<file path="src/rtl/cdc_mailbox_ctrl.sv">
// Saturn-CDC <-> STM32 mailbox: CR/RESP registers, HIRQ/mask, command FSM and STM32 interrupt block.
// Defining CDC_MBX_TIMEOUT_EN adds the command timeout counter, its reload register and pend[2].
module cdc_mailbox_ctrl #(
    parameter int          NUM_CR   = 4,
    parameter int          DW       = 16,
    parameter int          NUM_IRQ  = 6,
    parameter int          TMO_W    = 24,
    parameter logic [DW-1:0] HIRQ_RST = DW'(16'h0001)
) (
    input  logic               avm_clk,
    input  logic               NRESET,
    input  logic               ss_wr_start,
    input  logic               ss_rd_start,
    input  logic               ss_cs,
    input  logic [3:0]         ss_idx,
    input  logic [DW-1:0]      ss_din,
    output logic [DW-1:0]      ss_dout,
    output logic               ss_irq,
    input  logic               st_wr_start,
    input  logic [4:0]         st_idx,
    input  logic [DW-1:0]      st_din,
    output logic [DW-1:0]      st_dout,
    output logic               st_irq,
    input  logic [NUM_IRQ-4:0] ext_irq,
    output logic               busy
);

    localparam int         CRI_W     = (NUM_CR > 1) ? $clog2(NUM_CR) : 1;
    localparam logic [3:0] SS_COMMIT = 4'(2 + NUM_CR - 1);
    localparam logic [4:0] ST_COMMIT = 5'(8 + NUM_CR - 1);

    typedef enum logic [1:0] {
        S_IDLE = 2'd0,
        S_PEND = 2'd1,
        S_BUSY = 2'd2
    } state_t;

    state_t             state_q, state_d;
    logic [DW-1:0]      hirq_q, hirq_d;
    logic [DW-1:0]      mask_q, mask_d;
    logic [DW-1:0]      cr_q   [NUM_CR];
    logic [DW-1:0]      cr_d   [NUM_CR];
    logic [DW-1:0]      resp_q [NUM_CR];
    logic [DW-1:0]      resp_d [NUM_CR];
    logic [NUM_IRQ-1:0] pend_q, pend_d;
    logic [NUM_IRQ-1:0] en_q, en_d;
    logic [DW-1:0]      ss_dout_q, ss_dout_d;
    logic [DW-1:0]      st_dout_q, st_dout_d;

    logic               ss_wr, ss_rd, ss_in_cr, st_in_cr;
    logic [3:0]         ss_cr_off;
    logic [4:0]         st_cr_off;
    logic               ss_commit, ss_resp_rd, st_commit, st_ack0, active;
    logic               tmo_hit;
    logic [DW-1:0]      rld_val;
    logic [DW-1:0]      ss_and, st_clr, st_set, status;
    logic [NUM_IRQ-1:0] pend_set, pend_clr;

    always_comb begin
        ss_wr      = ss_wr_start & ss_cs;
        ss_rd      = ss_rd_start & ss_cs;
        ss_cr_off  = ss_idx - 4'd2;
        st_cr_off  = st_idx - 5'd8;
        ss_in_cr   = (ss_idx >= 4'd2) && (ss_cr_off < 4'(NUM_CR));
        st_in_cr   = (st_idx >= 5'd8) && (st_cr_off < 5'(NUM_CR));
        ss_commit  = ss_wr && (ss_idx == SS_COMMIT);
        ss_resp_rd = ss_rd && (ss_idx == SS_COMMIT);
        st_commit  = st_wr_start && (st_idx == ST_COMMIT);
        st_ack0    = st_wr_start && (st_idx == 5'd2) && st_din[0];
        active     = (state_q != S_IDLE);
    end

`ifdef CDC_MBX_TIMEOUT_EN
    logic [TMO_W-1:0] cnt_q, cnt_d, cnt_inc;
    logic [DW-1:0]    rld_q, rld_d;

    // The hit is detected on the increment so pend[2] lands exactly reload cycles after PEND entry.
    always_comb begin
        rld_d = rld_q;
        if (st_wr_start && (st_idx == 5'd5)) begin
            rld_d = st_din;
        end
        cnt_inc = (&cnt_q) ? cnt_q : cnt_q + 1'b1;
        tmo_hit = active && (rld_q != '0) && (cnt_inc == TMO_W'(rld_q))
                  && !st_commit && !ss_commit;
        cnt_d = cnt_q;
        if (ss_commit) begin
            cnt_d = '0;
        end else if (active) begin
            cnt_d = cnt_inc;
        end
        rld_val = rld_q;
    end

    always_ff @(posedge avm_clk or negedge NRESET) begin
        if (!NRESET) begin
            cnt_q <= '0;
            rld_q <= '0;
        end else begin
            cnt_q <= cnt_d;
            rld_q <= rld_d;
        end
    end
`else
    assign tmo_hit = 1'b0;
    assign rld_val = '0;
`endif

    // A new commit always restarts the handshake; a response commit or timeout ends it.
    always_comb begin
        state_d = state_q;
        if ((state_q == S_PEND) && st_ack0) begin
            state_d = S_BUSY;
        end
        if (active && (st_commit || tmo_hit)) begin
            state_d = S_IDLE;
        end
        if (ss_commit) begin
            state_d = S_PEND;
        end
    end

    always_comb begin
        ss_and = (ss_wr && (ss_idx == 4'd0)) ? ss_din : '1;
        st_clr = (st_wr_start && (st_idx == 5'd4)) ? st_din : '0;
        st_set = (st_wr_start && (st_idx == 5'd3)) ? st_din : '0;
        if (active && st_commit) begin
            st_set[0] = 1'b1;
        end
        hirq_d = ((hirq_q & ss_and) & ~st_clr) | st_set;

        mask_d = (ss_wr && (ss_idx == 4'd1)) ? ss_din : mask_q;
        en_d   = (st_wr_start && (st_idx == 5'd1)) ? st_din[NUM_IRQ-1:0] : en_q;

        pend_set                = '0;
        pend_set[0]             = ss_commit;
        pend_set[1]             = ss_resp_rd;
        pend_set[2]             = tmo_hit;
        pend_set[NUM_IRQ-1:3]   = ext_irq;
        pend_clr = (st_wr_start && (st_idx == 5'd2)) ? st_din[NUM_IRQ-1:0] : '0;
        pend_d   = (pend_q & ~pend_clr) | pend_set;
    end

    always_comb begin
        for (int i = 0; i < NUM_CR; i++) begin
            cr_d[i]   = cr_q[i];
            resp_d[i] = resp_q[i];
            if (ss_wr && ss_in_cr && (ss_cr_off == 4'(i))) begin
                cr_d[i] = ss_din;
            end
            if (st_wr_start && st_in_cr && (st_cr_off == 5'(i))) begin
                resp_d[i] = st_din;
            end
        end
    end

    // Read ports are sampled every cycle, so data seen at a strobe was registered the cycle before.
    always_comb begin
        status                = '0;
        status[NUM_IRQ-1:0]   = pend_q;
        status[DW-1 -: 2]     = state_q;

        ss_dout_d = '0;
        if (ss_idx == 4'd0) begin
            ss_dout_d = hirq_q;
        end else if (ss_idx == 4'd1) begin
            ss_dout_d = mask_q;
        end else if (ss_in_cr) begin
            ss_dout_d = resp_q[ss_cr_off[CRI_W-1:0]];
        end

        st_dout_d = '1;
        case (st_idx)
            5'd0: st_dout_d = status;
            5'd1: begin
                st_dout_d              = '0;
                st_dout_d[NUM_IRQ-1:0] = en_q;
            end
            5'd2: begin
                st_dout_d              = '0;
                st_dout_d[NUM_IRQ-1:0] = pend_q;
            end
            5'd3, 5'd4: st_dout_d = hirq_q;
            5'd5: st_dout_d = rld_val;
            default: begin
                if (st_in_cr) begin
                    st_dout_d = cr_q[st_cr_off[CRI_W-1:0]];
                end
            end
        endcase
    end

    always_ff @(posedge avm_clk or negedge NRESET) begin
        if (!NRESET) begin
            state_q   <= S_IDLE;
            hirq_q    <= HIRQ_RST;
            mask_q    <= '0;
            pend_q    <= '0;
            en_q      <= '0;
            ss_dout_q <= '0;
            st_dout_q <= '0;
            for (int i = 0; i < NUM_CR; i++) begin
                cr_q[i]   <= '0;
                resp_q[i] <= '0;
            end
        end else begin
            state_q   <= state_d;
            hirq_q    <= hirq_d;
            mask_q    <= mask_d;
            pend_q    <= pend_d;
            en_q      <= en_d;
            ss_dout_q <= ss_dout_d;
            st_dout_q <= st_dout_d;
            for (int i = 0; i < NUM_CR; i++) begin
                cr_q[i]   <= cr_d[i];
                resp_q[i] <= resp_d[i];
            end
        end
    end

    assign ss_dout = ss_dout_q;
    assign st_dout = st_dout_q;
    assign ss_irq  = |(hirq_q & mask_q);
    assign st_irq  = |(pend_q & en_q);
    assign busy    = (state_q != S_IDLE);

endmodule

</file>
<file path="config.mk">
export PLATFORM = sky130hd
export DESIGN_NAME = cdc_mailbox_ctrl
export DESIGN_NICKNAME = d
export VERILOG_FILES = /design/src/rtl/cdc_mailbox_ctrl.sv
export SDC_FILE = /design/constraint.sdc
export NUM_CORES = 1
export LEC_CHECK = 0
export ABC_CLOCK_PERIOD_IN_PS = 3600
export BUFFER_PORTS_ARGS = -buffer_cell sky130_fd_sc_hd__buf_4
export CAP_MARGIN = 20
export CORE_ASPECT_RATIO = 1.25
export CORE_MARGIN = 10
export CORE_UTILIZATION = 30
export CTS_BUF_LIST = sky130_fd_sc_hd__clkbuf_4 sky130_fd_sc_hd__clkbuf_8 sky130_fd_sc_hd__clkbuf_16
export DETAILED_ROUTE_END_ITERATION = 8
export GPL_TIMING_DRIVEN = 0
export HOLD_SLACK_MARGIN = 0.02
export PLACE_DENSITY_LB_ADDON = 0.15
export RECOVER_POWER = 100
export SLEW_MARGIN = 20
export SYNTH_ARGS = -nofsm -noshare
export SYNTH_HDL_FRONTEND = slang
export SYNTH_SLANG_ARGS = --single-unit
</file>
<file path="constraint.sdc">
create_clock -name avm_clk -period 3.6 [get_ports avm_clk]
set_input_delay 0.72 -clock avm_clk [delete_from_list [all_inputs] [get_ports avm_clk]]
set_output_delay 0.72 -clock avm_clk [all_outputs]
set_load 0.05 [all_outputs]
</file>
==> impl_results.md <==
* Outcome: finished, violations left
* Failing checks: capacitance limit, slew limit
* Ys Warns at 0
* Crit Path Max Fanout at 10
* NumNets Final at 838
* Worst Max-Slew Pin Slew at 1.81 ns
* RR Startpoint: state_q[0]
* Post-synthesis sequential area ratio at 55.7%
* Layout cells sized above 1 at 35.8%
* Worst Setup Start Kind: primary input
* First-pass GRT wire length at 41.4 mm
* Unrepaired setup endpoints after global routing: false
* Clk buf depth at 3
* Final setup viols at 0
* Number of fillers in the final layout at 2929
* Lkg Pwr at 4.84 nW
* Critical path arrival at 3.44 ns
* CP cell instances: clkbuf_1 -> inv_1 -> ha_1 -> and4b_1 -> nand2b_1 -> nor3_1 -> buf_4 -> mux2_2
* Post-synthesis cell count at 676
* Synth top cells by count: dfrtp_1 (205), mux2_2 (150), nand2_1 (49)
* Fmax at 0.328 GHz
* Crit Path Class: in -> reg
* Setup bufs post-CTS at 0
* Tmin final at 3.05 ns
* Final WS setup at 0.548 ns
* Yosys top cell area share at 55.4%
* Routed via count at 6016
* Ys flop type: dfrtp_1
* Crit end category: flip-flop
* Max_cap viols at 1
* H-tree levels at 1
* Hold Crit Class: in -> reg
* Largest net degree at the start of global routing at 74
* Die width at 177 um
* Maximum vdd drop at 0.234 mV
* Routability Congestion at 0.806
* Largest cells by area after synthesis: dfrtp_1 (55%), mux2_2 (18%), mux4_2 (7.8%)
* Cts bufs inserted at 23
* Post-synthesis simple-gate area fraction at 6.81%
* FP Rows at 71
* Post-synthesis xor/xnor area fraction at 0.0946%
* P per Cell Area at 564 mW/mm2
* Die Y-Extent at 216 um
* Worst slack at placement at 0.482 ns
* Core Util, Final at 36.2%
* Hold Vio Cnt, Final at 0
* Slowest cell on crit path: nor3_1
* Root buffer cell: clkbuf_16
* Count leader, synth: dfrtp_1
* WP data required at 3.99 ns
* Worst Setup SP: st_idx[4]
* PostCTS Resize Cnt at 0
* Netlist cell types at 51
* Main combinational cell family by area after synthesis: multiplexers
* Clock Sinks at 206
* Dpl hpwl at 19.6 mm
* DRC at 0
* Remaining global-route overflow at 0
* Max-slew violations at 69
* Vias in the first global route at 6803
* Core area at 0.0303 mm2
* Tot GR Track Use at 13.9%
* Synth area leader: dfrtp_1
* I/O Buffers at 81
* Routed len/inst at 22.0 um
* Slowest stage delay, CP at 1.07 ns
* Layout Skew at 0.00820 ns
* Worst slew margin at -20.4%
* Iteration-0 DRC Markers at 319
* Register area at 0.00516 mm2
* Post-synth ARST share at 100%
* TritonCTS clock tree: built
* Starting Density at 30.6%
* Multi-input gate area at 0.00384 mm2
* Clock Latency Late Sink at 0.51 ns
* Synth Area in Adders at 0.541%
* Routed WL at 26.4 mm
* Post-DRT Antenna Nets at 0
* Min-delay src: ext_irq[2]
* Fraction of the mapped netlist area in compound gates at 8.43%
* Post-DR vias/cell at 5.00
* Die area at 0.0383 mm2
* Flop-to-flop setup slack at 1.99 ns
* Setup TNS at 0 ns
* Initial antenna violation count at 0
* Syn nets at 730
* Fin crit share at 84.8%
* Drt first pass iters at 5
* EDFF count, synth at 0
* Synthesized area at 0.00926 mm2
* I/O pins at 85
* Syn Area/Cell at 13.7 um2
* P&R area growth vs syn at 18.5%
* CTS Hold Buffers Added at 0
* Multiplexer area fraction after synthesis at 26.0%
* ANT cells at 0
* Synth Register Bits at 206
* Clock edge transition at the registers on the reported setup and hold paths at 0.06 ns
per-layer routing:
metal	global-route usage [%]	share of wire [%]	routed length (um)
met3	1.95	3.4	900
met2	24.7	52	13700
met4	5.05	3.0	801
met5	0	0	0
met1	16.6	42	11000
state kept, by name (all words and copies together), names as in the netlist:
| name | cells |
|---|---|
| cr_q | 64 |
| resp_q | 64 |
| hirq_q | 16 |
| mask_q | 16 |
| ss_dout | 16 |
| st_dout | 16 |
| en_q | 6 |
| pend_q | 6 |
| state_q | 2 |
cell usage in the layout (no fill, tap or decap), types with 2 or more instances in the layout:
cell type / synthesis / final
buf_2: 17 / 5
inv_1: 9 / 9
nand4_1: 2 / 3
nor3_1: 18 / 22
a31oi_1: 3 / 3
clkinvlp_4: 0 / 2
mux2_2: 150 / 150
nor2b_1: 2 / 2
clkinv_2: 0 / 4
a22o_1: 25 / 25
clkbuf_4: 0 / 10
nor2_1: 20 / 21
nand3_1: 4 / 4
dfrtp_1: 205 / 205
nand2b_1: 4 / 5
a22oi_1: 3 / 3
nand2_1: 49 / 49
clkbuf_1: 14 / 64
mux4_2: 32 / 32
o21ai_0: 24 / 24
a21oi_1: 38 / 38
nand3b_1: 2 / 2
buf_6: 3 / 2
bufinv_16: 0 / 2
a2bb2oi_1: 8 / 8
ha_1: 4 / 4
a21o_1: 4 / 4
clkbuf_16: 0 / 23
a221oi_1: 4 / 4
buf_16: 0 / 2
buf_4: 2 / 45
critical path, delay by kind of cell:
kind | cells | cell delay (ns)
muxes | 1 | 0.35
buffers and inverters | 3 | 0.69
and+or+nand+nor | 3 | 1.41
adders and majority gates | 1 | 0.28
cells by family after synthesis:
logic type	after synthesis
flip-flops	206
AND/OR/NAND/NOR	121
multiplexers	182
adder cells (fa/ha/maj)	4
XOR/XNOR	1
AO/OA/AOI/OAI	117
buffers and inverters	45
layout make-up:
type	instances	share of cell area, %
plain buffers	36	1.49
clock buffers	33	5.93
clock inverters	9	0.947
inverters	9	0.308
multi-input cells	425	35.0
flip-flops and latches	206	47.0
well taps	401	4.57
repair buffers	83	4.76
through the flow:
stage / instance area [um2] / power (W) / cells / hold slack [ns]
5_1_grt: 11000 / 0.00648 / 1202 / 0.375
4_1_cts: 11200 / 0.00632 / 1202 / 0.172
2_1_floorplan: 9260 / 0.00352 / 676 / 0.424
6_report: 11000 / 0.00619 / 1202 / 0.384
3_3_place_gp: 10400 / 0.00388 / 1158 / 0.481
3_5_place_dp: 10400 / 0.00394 / 1160 / 0.487
power by group:
part	leakage (nW)	total (W)	switching, W	internal [W]
Sequential	2.66	0.00290	0.000237	0.00267
Combinational	1.81	0.000948	0.000481	0.000467
Clock	0.378	0.00234	0.000933	0.00141
final timing paths:
kind	endpoint	cells past startpoint
max in group asynchronous	mask_q[8]	3
setup reg to reg	state_q[0]	4
hold reg to reg	resp_q[61]	1
min in group asynchronous	ss_dout[2]	1
setup / recovery	resp_q[21]	8
hold / removal	pend_q[5]	2
Note: power is estimated with default switching activity, not from simulation.
